--- src/rtl/gray_count_decoder_if.sv ---
// ---------------------------------------------------------------------------
// gray_count_decoder_if
//   Bundles the tracking-side signals of gray_count_decoder.
//   master : the side that supplies the gray word and control (LO side / TB)
//   slave  : the decoder itself
//   Signals:
//     en         tracking enable
//     gray_in    gray count from the LO counter (asynchronous to clk)
//     clr_err    single-cycle pulse that clears err_sticky
//     bin_out    registered binary phase
//     step       one-cycle pulse on a +1 advance
//     wrap       one-cycle pulse on the all-ones -> 0 advance
//     wrap_cnt   wraps since PRIME, modulo 2^WRAP_W
//     step_err   one-cycle pulse on an illegal change
//     err_sticky latched error flag
// ---------------------------------------------------------------------------
interface gray_count_decoder_if #(
    parameter int WIDTH  = 8,
    parameter int WRAP_W = 16
);
    logic              en;
    logic [WIDTH-1:0]  gray_in;
    logic              clr_err;
    logic [WIDTH-1:0]  bin_out;
    logic              step;
    logic              wrap;
    logic [WRAP_W-1:0] wrap_cnt;
    logic              step_err;
    logic              err_sticky;

    modport master (
        output en, gray_in, clr_err,
        input  bin_out, step, wrap, wrap_cnt, step_err, err_sticky
    );

    modport slave (
        input  en, gray_in, clr_err,
        output bin_out, step, wrap, wrap_cnt, step_err, err_sticky
    );
endinterface

--- src/rtl/gray_count_decoder.sv ---
// ---------------------------------------------------------------------------
// gray_count_decoder
//   Receive-side companion to the LO gray-code phase counter. The gray word
//   is brought into the clk domain through a SYNC_STAGES-deep synchronizer,
//   converted to binary, and every change is checked for being a single +1
//   advance. Full-cycle wraps (all-ones -> 0) are counted.
//
//   Parameters:
//     WIDTH        gray/binary word width
//     SYNC_STAGES  synchronizer depth, 2 or 3
//     WRAP_W       wrap counter width
//   Ports:
//     clk  local sampling clock, rising edge
//     rst  asynchronous active-high reset
//     bus  gray_count_decoder_if.slave (en, gray_in, clr_err in;
//          bin_out, step, wrap, wrap_cnt, step_err, err_sticky out)
//
//   Build option:
//     GRAY_DEC_ERR_EN  defined   : illegal-step detection (step_err,
//                                  err_sticky, clr_err) is compiled in.
//                      undefined : every nonzero change is taken as a step,
//                                  wrap fires when the new value is below the
//                                  old one, error outputs stay 0.
// ---------------------------------------------------------------------------
module gray_count_decoder #(
    parameter int WIDTH       = 8,
    parameter int SYNC_STAGES = 2,
    parameter int WRAP_W      = 16
) (
    input  logic clk,
    input  logic rst,
    gray_count_decoder_if.slave bus
);

    typedef enum logic [1:0] {
        IDLE  = 2'd0,
        PRIME = 2'd1,
        TRACK = 2'd2
    } state_t;

    // -----------------------------------------------------------------------
    // Synchronizer
    // -----------------------------------------------------------------------
    logic [WIDTH-1:0] sync_q [SYNC_STAGES];
    logic [WIDTH-1:0] gs;

    // NOTE: the synchronizer chain is reset along with everything else, so
    // the first word seen after reset is a defined 0 rather than X.
    always_ff @(posedge clk or posedge rst) begin
        if (rst) begin
            for (int i = 0; i < SYNC_STAGES; i++) sync_q[i] <= '0;
        end else begin
            sync_q[0] <= bus.gray_in;
            for (int i = 1; i < SYNC_STAGES; i++) sync_q[i] <= sync_q[i-1];
        end
    end

    assign gs = sync_q[SYNC_STAGES-1];

    // -----------------------------------------------------------------------
    // Gray -> binary: bit i is the XOR of all gray bits at i and above.
    // Written as a reduction per bit so there is no bit-to-bit chain inside
    // one vector.
    // -----------------------------------------------------------------------
    logic [WIDTH-1:0] b;
    logic [WIDTH-1:0] delta;

    always_comb begin
        for (int i = 0; i < WIDTH; i++) b[i] = ^(gs >> i);
    end

    // -----------------------------------------------------------------------
    // State and output registers
    // -----------------------------------------------------------------------
    state_t            state_q, state_d;
    logic [WIDTH-1:0]  bin_q, bin_d;
    logic              step_q, step_d;
    logic              wrap_q, wrap_d;
    logic [WRAP_W-1:0] wrap_cnt_q, wrap_cnt_d;
    logic              step_err_q, step_err_d;
    logic              sticky_q, sticky_d;

    // Modulo-2^WIDTH distance from the current phase to the new sample.
    assign delta = b - bin_q;

    // NOTE: every variable gets its default before the case statement, so no
    // path through this block can leave one unassigned and infer a latch.
    always_comb begin
        state_d    = state_q;
        bin_d      = bin_q;
        step_d     = 1'b0;
        wrap_d     = 1'b0;
        wrap_cnt_d = wrap_cnt_q;
        step_err_d = 1'b0;
        sticky_d   = sticky_q;

`ifdef GRAY_DEC_ERR_EN
        // A set further down overrides this clear.
        if (bus.clr_err) sticky_d = 1'b0;
`endif

        unique case (state_q)
            IDLE: begin
                if (bus.en) state_d = PRIME;
            end

            PRIME: begin
                // First sample is taken as-is; it is never an error.
                bin_d      = b;
                wrap_cnt_d = '0;
                state_d    = TRACK;
            end

            TRACK: begin
                if (!bus.en) begin
                    state_d = IDLE;
                end else if (delta != '0) begin
                    // Legal or not, resynchronize to the new value.
                    bin_d = b;
`ifdef GRAY_DEC_ERR_EN
                    if (delta == WIDTH'(1)) begin
                        step_d = 1'b1;
                        if (bin_q == {WIDTH{1'b1}}) begin
                            wrap_d     = 1'b1;
                            wrap_cnt_d = wrap_cnt_q + WRAP_W'(1);
                        end
                    end else begin
                        step_err_d = 1'b1;
                        sticky_d   = 1'b1;
                    end
`else
                    step_d = 1'b1;
                    if (b < bin_q) begin
                        wrap_d     = 1'b1;
                        wrap_cnt_d = wrap_cnt_q + WRAP_W'(1);
                    end
`endif
                end
            end

            default: state_d = IDLE;
        endcase
    end

    // NOTE: sequential state uses non-blocking assignments only, so every
    // register samples the values from before this edge.
    always_ff @(posedge clk or posedge rst) begin
        if (rst) begin
            state_q    <= IDLE;
            bin_q      <= '0;
            step_q     <= 1'b0;
            wrap_q     <= 1'b0;
            wrap_cnt_q <= '0;
            step_err_q <= 1'b0;
            sticky_q   <= 1'b0;
        end else begin
            state_q    <= state_d;
            bin_q      <= bin_d;
            step_q     <= step_d;
            wrap_q     <= wrap_d;
            wrap_cnt_q <= wrap_cnt_d;
            step_err_q <= step_err_d;
            sticky_q   <= sticky_d;
        end
    end

    assign bus.bin_out    = bin_q;
    assign bus.step       = step_q;
    assign bus.wrap       = wrap_q;
    assign bus.wrap_cnt   = wrap_cnt_q;
`ifdef GRAY_DEC_ERR_EN
    assign bus.step_err   = step_err_q;
    assign bus.err_sticky = sticky_q;
`else
    // Error logic is absent; outputs are tied off. clr_err has no effect.
    assign bus.step_err   = 1'b0;
    assign bus.err_sticky = 1'b0;
`endif

endmodule
--- src/flat_wrapper.sv ---
// flat-port wrapper written by rule: the top's interface ports become plain ports
module gray_count_decoder_flat 
#(
    parameter int WIDTH       = 8,
    parameter int SYNC_STAGES = 2,
    parameter int WRAP_W      = 16
)
  (clk, rst, bus_en, bus_gray_in, bus_clr_err, bus_bin_out, bus_step, bus_wrap, bus_wrap_cnt, bus_step_err, bus_err_sticky);
  gray_count_decoder_if #(.WIDTH(WIDTH), .WRAP_W(WRAP_W)) bus_i ();
  input  logic clk;
  input  logic rst;
  input wire logic [$bits(bus_i.en)-1:0] bus_en;
  input wire logic [$bits(bus_i.gray_in)-1:0] bus_gray_in;
  input wire logic [$bits(bus_i.clr_err)-1:0] bus_clr_err;
  output wire logic [$bits(bus_i.bin_out)-1:0] bus_bin_out;
  output wire logic [$bits(bus_i.step)-1:0] bus_step;
  output wire logic [$bits(bus_i.wrap)-1:0] bus_wrap;
  output wire logic [$bits(bus_i.wrap_cnt)-1:0] bus_wrap_cnt;
  output wire logic [$bits(bus_i.step_err)-1:0] bus_step_err;
  output wire logic [$bits(bus_i.err_sticky)-1:0] bus_err_sticky;
  assign bus_i.en = bus_en;
  assign bus_i.gray_in = bus_gray_in;
  assign bus_i.clr_err = bus_clr_err;
  assign bus_bin_out = bus_i.bin_out;
  assign bus_step = bus_i.step;
  assign bus_wrap = bus_i.wrap;
  assign bus_wrap_cnt = bus_i.wrap_cnt;
  assign bus_step_err = bus_i.step_err;
  assign bus_err_sticky = bus_i.err_sticky;
  gray_count_decoder #(.WIDTH(WIDTH), .SYNC_STAGES(SYNC_STAGES), .WRAP_W(WRAP_W)) u_core (.clk(clk), .rst(rst), .bus(bus_i));
endmodule
--- config.mk ---
export PLATFORM = sky130hd
export DESIGN_NAME = gray_count_decoder_flat
export DESIGN_NICKNAME = d
export VERILOG_FILES = /design/src/rtl/gray_count_decoder_if.sv /design/src/rtl/gray_count_decoder.sv /design/src/flat_wrapper.sv
export SDC_FILE = /design/constraint.sdc
export NUM_CORES = 1
export LEC_CHECK = 0
export CORE_ASPECT_RATIO = 0.9
export CORE_UTILIZATION = 55
export DETAILED_ROUTE_END_ITERATION = 16
export GPL_TIMING_DRIVEN = 0
export PLACE_DENSITY = 0.83
export SLEW_MARGIN = 0
export SYNTH_ARGS = -nofsm -noshare
export SYNTH_HDL_FRONTEND = slang
export SYNTH_SLANG_ARGS = --single-unit
export TNS_END_PERCENT = 10
--- constraint.sdc ---
create_clock -name clk -period 7.4 [get_ports clk]
set_clock_uncertainty 0.2 [all_clocks]
set_input_delay 1.11 -clock clk [delete_from_list [all_inputs] [get_ports clk]]
set_output_delay 1.11 -clock clk [all_outputs]
set_load 0.01 [all_outputs]
==> impl_metrics.toml <==
[placed_design]
pre_cts_worst_setup_slack_ns = 3.931
placement.cell_area_um2 = 2721
gpl.final_weighted_congestion = 0.8573
port_buffers = 36
place_inst = 291
hpwl_mm = 3.065

[setup_path]
crit_path_max_fo = 10
timing.critical_path.to_type = "flop"
crit_path_start = "u_core.gs[7]$_DFF_PP0_"
worstPathRequired_ns = 7.39
worstPathArrival_ns = 3.51
setup.worst_path.start_class = "flop"
worst_r2r_path_depth = 12
worstReg2RegStart = "u_core.gs[7]$_DFF_PP0_"
crit_type = "flop to flop"

[global_routing]
grt_first_pass_wirelength_mm = 7.590
number_of_global_route_vias_before_repair = 1585
gr-total-overflow = 0
grt_antenna_before_repair = 0
gr-usage-all-layers_pct = 21.86
grt_start_max_net_pins = 45

[sta]
final_min_period_over_clock_period_pct = 47.48
finalSetupTns_ns = 0
final-setup-viol-count = 0
timing.slew.headroom_pct = 40.94
setup_ws_ns = 3.886
hold_violations = 0
tightest_pin_transition_ns = 0.8846
grt_setup_unrepaired = "no"
finalWorstPathRequiredPeriod_ns = 3.514
holdWs_ns = 0.1529
drv_slew = 0
maxClockFrequency_mhz = 284.6

[synthesis]
synthesis.area_um2 = 2300
ys_seq_area_share_pct = 47.88
synth-main-ff-cell = "sky130_fd_sc_hd__dfrtp_1"
synthesis.instances = 208
synth.ff_latch_count = 44
synthesis.yosys.warnings = 0
yosysTopAreaCell = "sky130_fd_sc_hd__dfrtp_1"
synth.avg_cell_area_um2 = 11.06
synth.top_cell.area_share_pct = 47.88
number_of_synthesized_flops_with_an_enable_pin = 0
postSynth.asyncResetShare_pct = 100.0
yosys.cell_types.count = 47
post_synth_main_area_contributors = "sky130_fd_sc_hd__dfrtp_1 48%, sky130_fd_sc_hd__mux2i_1 5.2%, sky130_fd_sc_hd__ha_1 4.4%"

[detailed_routing]
ant_nets = 0
drtPass1Iterations = 4
drt-wirelength-per-cell_um = 14.28
routed_wl_mm = 4.270
via_count = 1685
post_drt_via_cell_ratio = 5.635
route.detailed.drc = 0
drt_iter0_markers = 84

[cts]
hold_fix_buffers_cts = 0
cts_buffers = 5
cts_root_buffer = "sky130_fd_sc_hd__clkbuf_8"
cts_tree = "done"
cts_setup_buffers = 0
ctsLongestPathBuffers = 2
numClockSinks = 44
htree_num_levels = 2
clock_latency_at_the_later_pin_of_the_worst_skew_pair_ns = 0.30
cts.reportedPaths.clkPinSlew_ns = 0.08
cts_resized = 0

[run]
max-cap-violations = 0

[power]
power.density_cell_area_nw_per_um2 = 324.7
vdd_drop_max_mv = 0.2231
power_mw = 0.9137
static-leakage-power_nw = 1.298

[finish]
antennaDiodeCount = 0
final_nets = 272
instances_no_fill = 299
post-route-cell-area_um2 = 2814
final_core_utilization_pct = 72.85
drive_gt1_share_pct = 13.44
nFillCells = 286
syn_to_final_growth_pct = 22.36

[die]
dieHeight_um = 63.35
ios = 40
initial_core_util_pct = 59.54
die-width_um = 70.16
fp.dieArea_um2 = 4444
placementRows = 21
floorplan.core_area_um2 = 3862

[worst_hold_path]
timing.hold.worst_path_depth = 0
min_from = "u_core.sync_q[15]$_DFF_PP0_"
holdCritPathClass = "flop to flop"

[status]
run_status = "complete, no violations"
[area by class of cell]
type,instances,area (µm²),area share [%]
flip-flops and latches,44,1101,39.13
well taps,46,57.56,2.045
repair buffers,36,360.3,12.81
multi-input cells,144,1099,39.04
inverters,14,52.55,1.867
plain buffers,7,51.30,1.823
clock buffers,5,68.82,2.446
clock inverters,3,23.77,0.8448
[cells by family (layout without fill, tap and decap cells)]
logic type / count (synthesis) / after routing / synth area share [%]
AO/OA/AOI/OAI: 27 / 27 / 9.521
XOR/XNOR: 14 / 14 / 6.638
adder cells (fa/ha/maj): 8 / 8 / 4.353
buffers and inverters: 21 / 65 / 4.515
flip-flops: 44 / 44 / 47.88
multiplexers: 18 / 18 / 9.141
other: 1 / 2 / 0.1631
AND/OR/NAND/NOR: 75 / 75 / 17.79
[power by group]
part | total, mW | leakage [nW] | switching (mW) | internal, mW
clock | 0.153 | 0.0404 | 0.0863 | 0.0668
combinational | 0.444 | 0.702 | 0.234 | 0.210
sequential | 0.316 | 0.556 | 0.0377 | 0.279
total | 0.914 | 1.30 | 0.358 | 0.556
[sequential cells by signal, indices dropped and copies added, names as in the netlist]
name and count:
u_core.bus.wrap_cnt 16, u_core.bus.bin_out 8, u_core.gs 8, u_core.sync_q 8
u_core.state_q 2, u_core.bus.step 1, u_core.bus.wrap 1
[final timing paths]
kind / end / slack [ns]
max in group asynchronous: u_core.bus.bin_out[6]$_DFFE_PP0P_ / 5.34
min in group asynchronous: u_core.gs[5]$_DFF_PP0_ / 1.11
worst min register to register: u_core.gs[7]$_DFF_PP0_ / 0.15
worst max register to register: u_core.bus.wrap_cnt[6]$_DFFE_PP0P_ / 3.89
worst min-delay path: u_core.gs[7]$_DFF_PP0_ / 0.15
worst max-delay path: u_core.bus.wrap_cnt[6]$_DFFE_PP0P_ / 3.89
[cell usage in the layout, fill, tap and decap left out, drive strengths merged, types with 3 or more instances in the layout]
master         instances
buf                    6
ha                     8
dfrtp                 44
nor2                   9
and4                   3
nand4b                 3
and3                   6
mux2i                 12
a211oi                 3
mux2                   6
nand4                  7
inv                   14
a21oi                  5
nand3                 10
nor2b                  4
nand2                 22
a31oi                  5
clkdlybuf4s50         36
clkbuf                 6
xnor2                 12
[worst max-delay path: stages (launching register included)]
cell and delay, ns:
sky130_fd_sc_hd__dfrtp_1 0.46, sky130_fd_sc_hd__xor2_2 0.20, sky130_fd_sc_hd__xnor2_2 0.32, sky130_fd_sc_hd__xnor2_2 0.15, sky130_fd_sc_hd__xnor2_1 0.25, sky130_fd_sc_hd__ha_1 0.30, sky130_fd_sc_hd__nor2b_1 0.14, sky130_fd_sc_hd__o2111ai_1 0.17
sky130_fd_sc_hd__a31oi_1 0.14, sky130_fd_sc_hd__o22ai_2 0.44, sky130_fd_sc_hd__buf_2 0.32, sky130_fd_sc_hd__nand4_1 0.15, sky130_fd_sc_hd__mux2i_1 0.14
[metal layers]
layer | wire, µm | global-route usage, % | share of wire [%] | vias to the layer above
met5 | 0 | 0 | 0 | -
met4 | 46 | 6.750 | 1.1 | 0
met3 | 220 | 4.960 | 5.2 | 7
met2 | 1912 | 32.69 | 45 | 51
met1 | 2090 | 31.72 | 49 | 804
li1 | - | - | - | 823
[synthesized netlist by cell type, types with 2 or more instances]
master and n:
sky130_fd_sc_hd__nor2_1 9, sky130_fd_sc_hd__xnor2_1 9, sky130_fd_sc_hd__a31o_2 2, sky130_fd_sc_hd__and4_1 3, sky130_fd_sc_hd__nand4_1 7, sky130_fd_sc_hd__buf_2 2
sky130_fd_sc_hd__dfrtp_1 44, sky130_fd_sc_hd__nand2_1 22, sky130_fd_sc_hd__nand2b_1 2, sky130_fd_sc_hd__buf_4 2, sky130_fd_sc_hd__and3_1 6, sky130_fd_sc_hd__ha_1 8
sky130_fd_sc_hd__inv_1 14, sky130_fd_sc_hd__mux2i_1 12, sky130_fd_sc_hd__nand4b_1 3, sky130_fd_sc_hd__a211oi_1 2, sky130_fd_sc_hd__a31oi_1 5, sky130_fd_sc_hd__mux2_4 6
sky130_fd_sc_hd__a21oi_1 5, sky130_fd_sc_hd__o21ai_0 2, sky130_fd_sc_hd__nor4_1 2, sky130_fd_sc_hd__xnor2_2 3, sky130_fd_sc_hd__nand3_1 9, sky130_fd_sc_hd__nor3b_1 2
sky130_fd_sc_hd__buf_6 2, sky130_fd_sc_hd__nor2b_1 4
Power figures use the tool's default switching activity.
